--- config.mk ---
export PLATFORM = sky130hd
export DESIGN_NAME = cdb_arbiter
export DESIGN_NICKNAME = d
export VERILOG_FILES = /design/src/rtl/cdb_arbiter.sv
export SDC_FILE = /design/constraint.sdc
export NUM_CORES = 1
export LEC_CHECK = 0
export ABC_CLOCK_PERIOD_IN_PS = 11200
export CAP_MARGIN = 5
export CORE_MARGIN = 1.5
export CORE_UTILIZATION = 54
export CTS_BUF_LIST = sky130_fd_sc_hd__clkbuf_16
export CTS_CLUSTER_DIAMETER = 120
export CTS_CLUSTER_SIZE = 12
export DETAILED_ROUTE_END_ITERATION = 10
export PLACE_DENSITY = 0.84
export REMOVE_ABC_BUFFERS = 1
export SLEW_MARGIN = 20
export SYNTH_ARGS = -nofsm -noshare
export SYNTH_HDL_FRONTEND = slang
export SYNTH_SLANG_ARGS = --single-unit
--- constraint.sdc ---
create_clock -name clock -period 11.2 [get_ports clock]
set_input_delay 1.68 -clock clock [delete_from_list [all_inputs] [get_ports clock]]
set_output_delay 1.68 -clock clock [all_outputs]
set_load 0.005 [all_outputs]
--- src/rtl/cdb_arbiter.sv ---
// Multi-channel Common Data Bus: per-FU result queues with round-robin grant of up to NUM_CDB heads per cycle.
// Optional feature: define CDB_FLUSH_EN to add the flush input that squashes every pending result.
module cdb_arbiter #(
    parameter int NUM_FU  = 5,
    parameter int NUM_CDB = 2,
    parameter int DEPTH   = 2,
    parameter int TAG_W   = 5,
    parameter int ADDR_W  = 5,
    parameter int XLEN    = 32,
    localparam int SRC_W  = (NUM_FU > 1) ? $clog2(NUM_FU) : 1
) (
    input  logic                      clock,
    input  logic                      reset,
    input  logic [NUM_FU-1:0]         fu_valid,
    output logic [NUM_FU-1:0]         fu_ready,
    input  logic [NUM_FU*TAG_W-1:0]   fu_tag,
    input  logic [NUM_FU*ADDR_W-1:0]  fu_addr,
    input  logic [NUM_FU*XLEN-1:0]    fu_value,
    output logic [NUM_CDB-1:0]        cdb_valid,
    output logic [NUM_CDB*TAG_W-1:0]  cdb_tag,
    output logic [NUM_CDB*ADDR_W-1:0] cdb_addr,
    output logic [NUM_CDB*XLEN-1:0]   cdb_value,
    output logic [NUM_CDB*SRC_W-1:0]  cdb_src
`ifdef CDB_FLUSH_EN
    ,
    input  logic                      flush
`endif
);

    localparam int PTR_W = (DEPTH > 1) ? $clog2(DEPTH) : 1;
    localparam int CNT_W = PTR_W + 1;
    localparam int ENT_W = TAG_W + ADDR_W + XLEN;

    logic [ENT_W-1:0]   mem [NUM_FU][DEPTH];
    logic [PTR_W-1:0]   wr_ptr [NUM_FU];
    logic [PTR_W-1:0]   rd_ptr [NUM_FU];
    logic [CNT_W-1:0]   count [NUM_FU];
    logic [SRC_W-1:0]   rr_ptr;
    logic [SRC_W-1:0]   rr_next;
    logic [NUM_FU-1:0]  non_empty;
    logic [NUM_FU-1:0]  push;
    logic [NUM_FU-1:0]  pop;
    logic [ENT_W-1:0]   head [NUM_FU];
    logic [2*NUM_FU-1:0] ne_dbl;
    logic [2*NUM_FU-1:0] gnt_dbl;
    logic [NUM_FU-1:0]  ne_rot;
    logic [NUM_FU-1:0]  gnt_rot;
    logic [NUM_CDB-1:0] gnt_valid;
    logic [SRC_W-1:0]   gnt_src [NUM_CDB];
    logic [ENT_W-1:0]   gnt_ent [NUM_CDB];
    logic               flush_int;

`ifdef CDB_FLUSH_EN
    assign flush_int = flush;
`else
    assign flush_int = 1'b0;
`endif

    // Queue status from registered counts; ready never looks at this cycle's pop
    always_comb begin
        for (int f = 0; f < NUM_FU; f++) begin
            non_empty[f] = (count[f] != '0);
            fu_ready[f]  = (count[f] < CNT_W'(DEPTH));
            push[f]      = fu_valid[f] & fu_ready[f];
            head[f]      = mem[f][rd_ptr[f]];
        end
    end

    // Round-robin scan in rotated space: position k is FU (rr_ptr + k) mod NUM_FU
    always_comb begin
        int  n;
        int  idx;
        logic take;
        ne_dbl    = {non_empty, non_empty} >> rr_ptr;
        ne_rot    = ne_dbl[NUM_FU-1:0];
        gnt_rot   = '0;
        gnt_valid = '0;
        rr_next   = rr_ptr;
        n         = 0;
        idx       = 0;
        take      = 1'b0;
        for (int c = 0; c < NUM_CDB; c++) begin
            gnt_src[c] = '0;
        end
        for (int k = 0; k < NUM_FU; k++) begin
            idx        = int'(rr_ptr) + k;
            idx        = (idx >= NUM_FU) ? (idx - NUM_FU) : idx;
            take       = ne_rot[k] && (n < NUM_CDB);
            gnt_rot[k] = take;
            for (int c = 0; c < NUM_CDB; c++) begin
                gnt_valid[c] = gnt_valid[c] | (take && (c == n));
                gnt_src[c]   = (take && (c == n)) ? SRC_W'(idx) : gnt_src[c];
            end
            rr_next = take ? ((idx == NUM_FU - 1) ? '0 : SRC_W'(idx + 1)) : rr_next;
            n       = n + (take ? 1 : 0);
        end
        gnt_dbl = {{NUM_FU{1'b0}}, gnt_rot} << rr_ptr;
        pop     = gnt_dbl[NUM_FU-1:0] | gnt_dbl[2*NUM_FU-1:NUM_FU];
    end

    // Head entry of the FU granted to each channel
    always_comb begin
        for (int c = 0; c < NUM_CDB; c++) begin
            gnt_ent[c] = '0;
            for (int f = 0; f < NUM_FU; f++) begin
                gnt_ent[c] = (gnt_src[c] == SRC_W'(f)) ? head[f] : gnt_ent[c];
            end
        end
    end

    // Queue storage and pointers, round-robin pointer and registered CDB outputs
    always_ff @(posedge clock) begin
        if (reset || flush_int) begin
            for (int f = 0; f < NUM_FU; f++) begin
                wr_ptr[f] <= '0;
                rd_ptr[f] <= '0;
                count[f]  <= '0;
            end
            rr_ptr    <= '0;
            cdb_valid <= '0;
            cdb_tag   <= '0;
            cdb_addr  <= '0;
            cdb_value <= '0;
            cdb_src   <= '0;
        end else begin
            for (int f = 0; f < NUM_FU; f++) begin
                if (push[f]) begin
                    mem[f][wr_ptr[f]] <= {fu_tag[f*TAG_W +: TAG_W],
                                          fu_addr[f*ADDR_W +: ADDR_W],
                                          fu_value[f*XLEN +: XLEN]};
                    wr_ptr[f] <= wr_ptr[f] + PTR_W'(1);
                end
                if (pop[f]) begin
                    rd_ptr[f] <= rd_ptr[f] + PTR_W'(1);
                end
                if (push[f] && !pop[f]) begin
                    count[f] <= count[f] + CNT_W'(1);
                end else if (!push[f] && pop[f]) begin
                    count[f] <= count[f] - CNT_W'(1);
                end
            end
            rr_ptr <= rr_next;
            for (int c = 0; c < NUM_CDB; c++) begin
                cdb_valid[c]                  <= gnt_valid[c];
                cdb_tag[c*TAG_W +: TAG_W]     <= gnt_valid[c] ? gnt_ent[c][ENT_W-1 -: TAG_W] : '0;
                cdb_addr[c*ADDR_W +: ADDR_W]  <= gnt_valid[c] ? gnt_ent[c][ADDR_W+XLEN-1 -: ADDR_W] : '0;
                cdb_value[c*XLEN +: XLEN]     <= gnt_valid[c] ? gnt_ent[c][XLEN-1:0] : '0;
                cdb_src[c*SRC_W +: SRC_W]     <= gnt_valid[c] ? gnt_src[c] : '0;
            end
        end
    end

endmodule

==> metrics.md <==
| Metric | Value |
|---|---|
| Final WL | 74900 um |
| DR pass1 iterations | 6 |
| Adder-cell area share of the yosys netlist | 0.0182 |
| Status | complete, no violations |
| Min-delay src | mem[0][383] |
| Final TNS setup | 0 ns |
| Final setup vio count | 0 |
| Initial antenna violation count | 8 |
| Hold buffer count at CTS | 0 |
| Sink Count | 535 |
| Sequential share of the synthesized area | 0.632 |
| Post-route ant nets | 0 |
| DRC Markers | 0 |
| GRT overflow | 0 |
| Syn Std Cell Area | 23900 um2 |
| Number of flops mapped to enable cells by yosys | 440 |
| Synth Area in Compound Gates | 0.108 |
| CTS Root Cell | clkbuf_16 |
| HP Class | reg2reg |
| Post_cts resized | 0 |
| Max-cap violations | 0 |
| RR Startpoint | count[4][0] |
| Flop-to-flop setup slack | 3.05 ns |
| Max Clock Freq | 123 MHz |
| Critical Path AT | 8.67 ns |
| Async S/R FF share, synth | 0 |
| DR iter-0 viols | 2486 |
| Slew Limit Fails | 0 |
| R2r endpoint | cdb_addr[5] |
| Synth unique cells | 80 |
| Synth-to-Final Area Change | 21.3% |
| Layout Nets | 2312 |
| Initial Utilization | 0.552 |
| Hold path depth | 2 |
| Die Wd | 213 um |
| Site Rows | 76 |
| Req. time, crit path | 11.72 ns |
| Worst-path fanout max | 75 |
| Max clock buf depth | 3 |
| Post-CTS Setup Bufs | 0 |
| Die height | 213 um |
| Worst skew pair latency | 0.60 ns |
| Worst-Margin Slew | 1.17 ns |
| Ports | 314 |
| CP startpoint kind | flop |
| Synth warnings | 0 |
| Synth Area in XOR/XNOR | 0.00732 |
| Hold EP | cdb_value[37] |
| Vias | 17400 |
| Htree depth | 2 |
| Reg2Reg Depth | 25 |
| Full die area | 45600 um2 |
| Vias per Instance | 6.46 |
| RSZ-0062 raised after global routing | false |
| Ys flop type | edfxtp_1 |
| Final period utilization | 0.728 |
| Post-layout min period | 8.15 ns |
| Clock-pin slew on the worst setup and hold paths | 0.07 ns |
| Largest net degree at the start of global routing | 86 |
| Mux cell area share after synthesis | 0.123 |
| Type of the worst setup path | reg2reg |
| Synth Instances | 1795 |
| Routability-driven placement congestion ratio | 0.914 |
| Port Buffer Count | 313 |
| Proportion of layout cells with a drive suffix above 1 | 0.102 |
| CTS buffer count | 50 |
| CTS tree | done |
| FF+latch count, synth | 535 |
| Total GRT Usage | 0.327 |
| Crit end category | flop |
| Final hold violations | 0 |
| Core Box Area | 43400 um2 |
| First-pass GRT wire length | 108000 um |
| Max_slew headroom | 0.217 |
| Fill count | 3058 |
| Post-Synth Simple-Gate Area | 0.0796 |
| DPL Wire Length | 48000 um |
| Vias in the first global route | 17500 |
| Largest family of logic cells by synthesized area | multiplexers |
| Avg WL per Cell | 27.8 um |
| Mapped Avg Cell Area | 13.3 um2 |
| Skew final | 0.0314 ns |
-- cell usage after synthesis (6+ instances only) --
cell       instances  area (um2)
a211oi_1           6        45.0
a21oi_1           15        75.1
a22oi_1           13        97.6
a31o_1            12         105
a31oi_1           51         319
and3_1             6        37.5
buf_2             49         245
buf_4             10        75.1
clkbuf_1          66         248
dfxtp_1           95        1900
edfxtp_1         440       13200
ha_1              30         375
inv_1             35         131
mux2_2            65         732
mux2i_1          207        2070
mux4_2             6         135
nand2_1          126         473
nand2b_1          14        87.6
nand3_1          132         661
nand4_1           12        75.1
nor2_1            45         169
nor3_1            22         110
nor3b_1            6        45.0
o2111ai_1         33         289
o211ai_1          38         285
o21ai_0           59         295
o21ai_1           51         255
o31ai_1           31         233
or2_2              7        43.8
xnor2_1           15         131
-- per-stage QoR --
stage / std cells / instance area (um2) / hold slack, ns / setup slack (ns) / utilization
CTS: 2686 / 29000 / 0.558 / 3.18 / 0.668
floorplan: 1663 / 23300 / 0.512 / 1.66 / -
global route: 2693 / 29000 / 0.600 / 2.58 / 0.669
detailed placement: 2595 / 27500 / 0.544 / 3.27 / 0.635
global placement: 2595 / 27500 / 0.525 / 3.50 / 0.635
finish: 2695 / 29000 / 0.578 / 3.05 / 0.669
-- critical path, cell delays in order (launching register included) --
cell      delay [ns]
edfxtp_1        0.37
inv_1           0.07
ha_1            0.27
mux4_2          0.54
mux2i_1         0.59
ha_1            0.46
inv_1           0.21
nand2_1         0.12
o2bb2a_4        0.23
inv_2           0.08
fa_1            0.43
inv_1           0.20
o211ai_4        0.15
inv_2           0.25
ha_1            0.19
inv_1           0.05
fa_1            0.49
nand2_1         0.10
a311o_1         0.44
nor2_1          0.16
a211o_4         0.58
buf_4           0.89
nor4b_4         0.34
buf_4           0.46
nand2_1         0.15
nand3_1         0.12
-- flip-flops by register name, indices dropped and copies added (netlist names) --
name and count:
rd_ptr 5, mem 420, cdb_valid 2, cdb_src 6, cdb_addr 10, rr_ptr 3, cdb_value 64, cdb_tag 10
count 10, wr_ptr 5
-- per-layer routing --
metal,track usage,share of wire,vias to the layer above
li1,-,-,7466
met5,0,0,-
met2,0.508,0.46,1319
met4,0.165,0.052,0
met3,0.0748,0.12,264
met1,0.433,0.37,8355
-- final cells by class --
cell class,instances,area [um2],share of cell area
diodes,9,22.5,0.000777
clock buffers,51,1280,0.0440
clock inverters,40,173,0.00595
inverters,40,150,0.00518
multi-input cells,1088,8140,0.281
flip-flops and latches,535,15100,0.521
well taps,585,732,0.0252
repair buffers,347,3390,0.117
-- worst max-delay path by stage --
stage                               end  slack [ns]        start
after detailed placement  cdb_value[50]        3.27    rr_ptr[1]
after floorplan           cdb_value[43]        1.66    rr_ptr[0]
after global routing        cdb_addr[5]        2.58  count[4][0]
after global placement    cdb_value[61]        3.50    rr_ptr[1]
after CTS                   cdb_addr[5]        3.18  count[4][0]
final                       cdb_addr[5]        3.05  count[4][0]
-- kinds of logic after synthesis --
kind of cell	after synthesis
simple gates	393
compound gates	364
mux	278
buf+inv	172
fa+ha+maj	33
xor+xnor	20
flops	535
-- cell usage in the layout (no fill, tap or decap), types with 15 or more instances in the layout --
master	instances
mux2_2	65
mux2i_1	207
buf_4	34
clkbuf_16	51
nor2_1	44
edfxtp_1	440
ha_1	30
o21ai_1	50
xnor2_1	15
a31oi_1	51
nor3_1	17
nand2_1	124
o21ai_0	59
o31ai_1	31
clkdlybuf4s50_1	313
nand3_1	132
o211ai_1	38
o2111ai_1	33
dfxtp_1	95
inv_1	70
a21oi_1	15
Power is left out: the tool's default activity adds up to more than one toggle a clock period on the data nets, which glitch-free logic cannot reach.
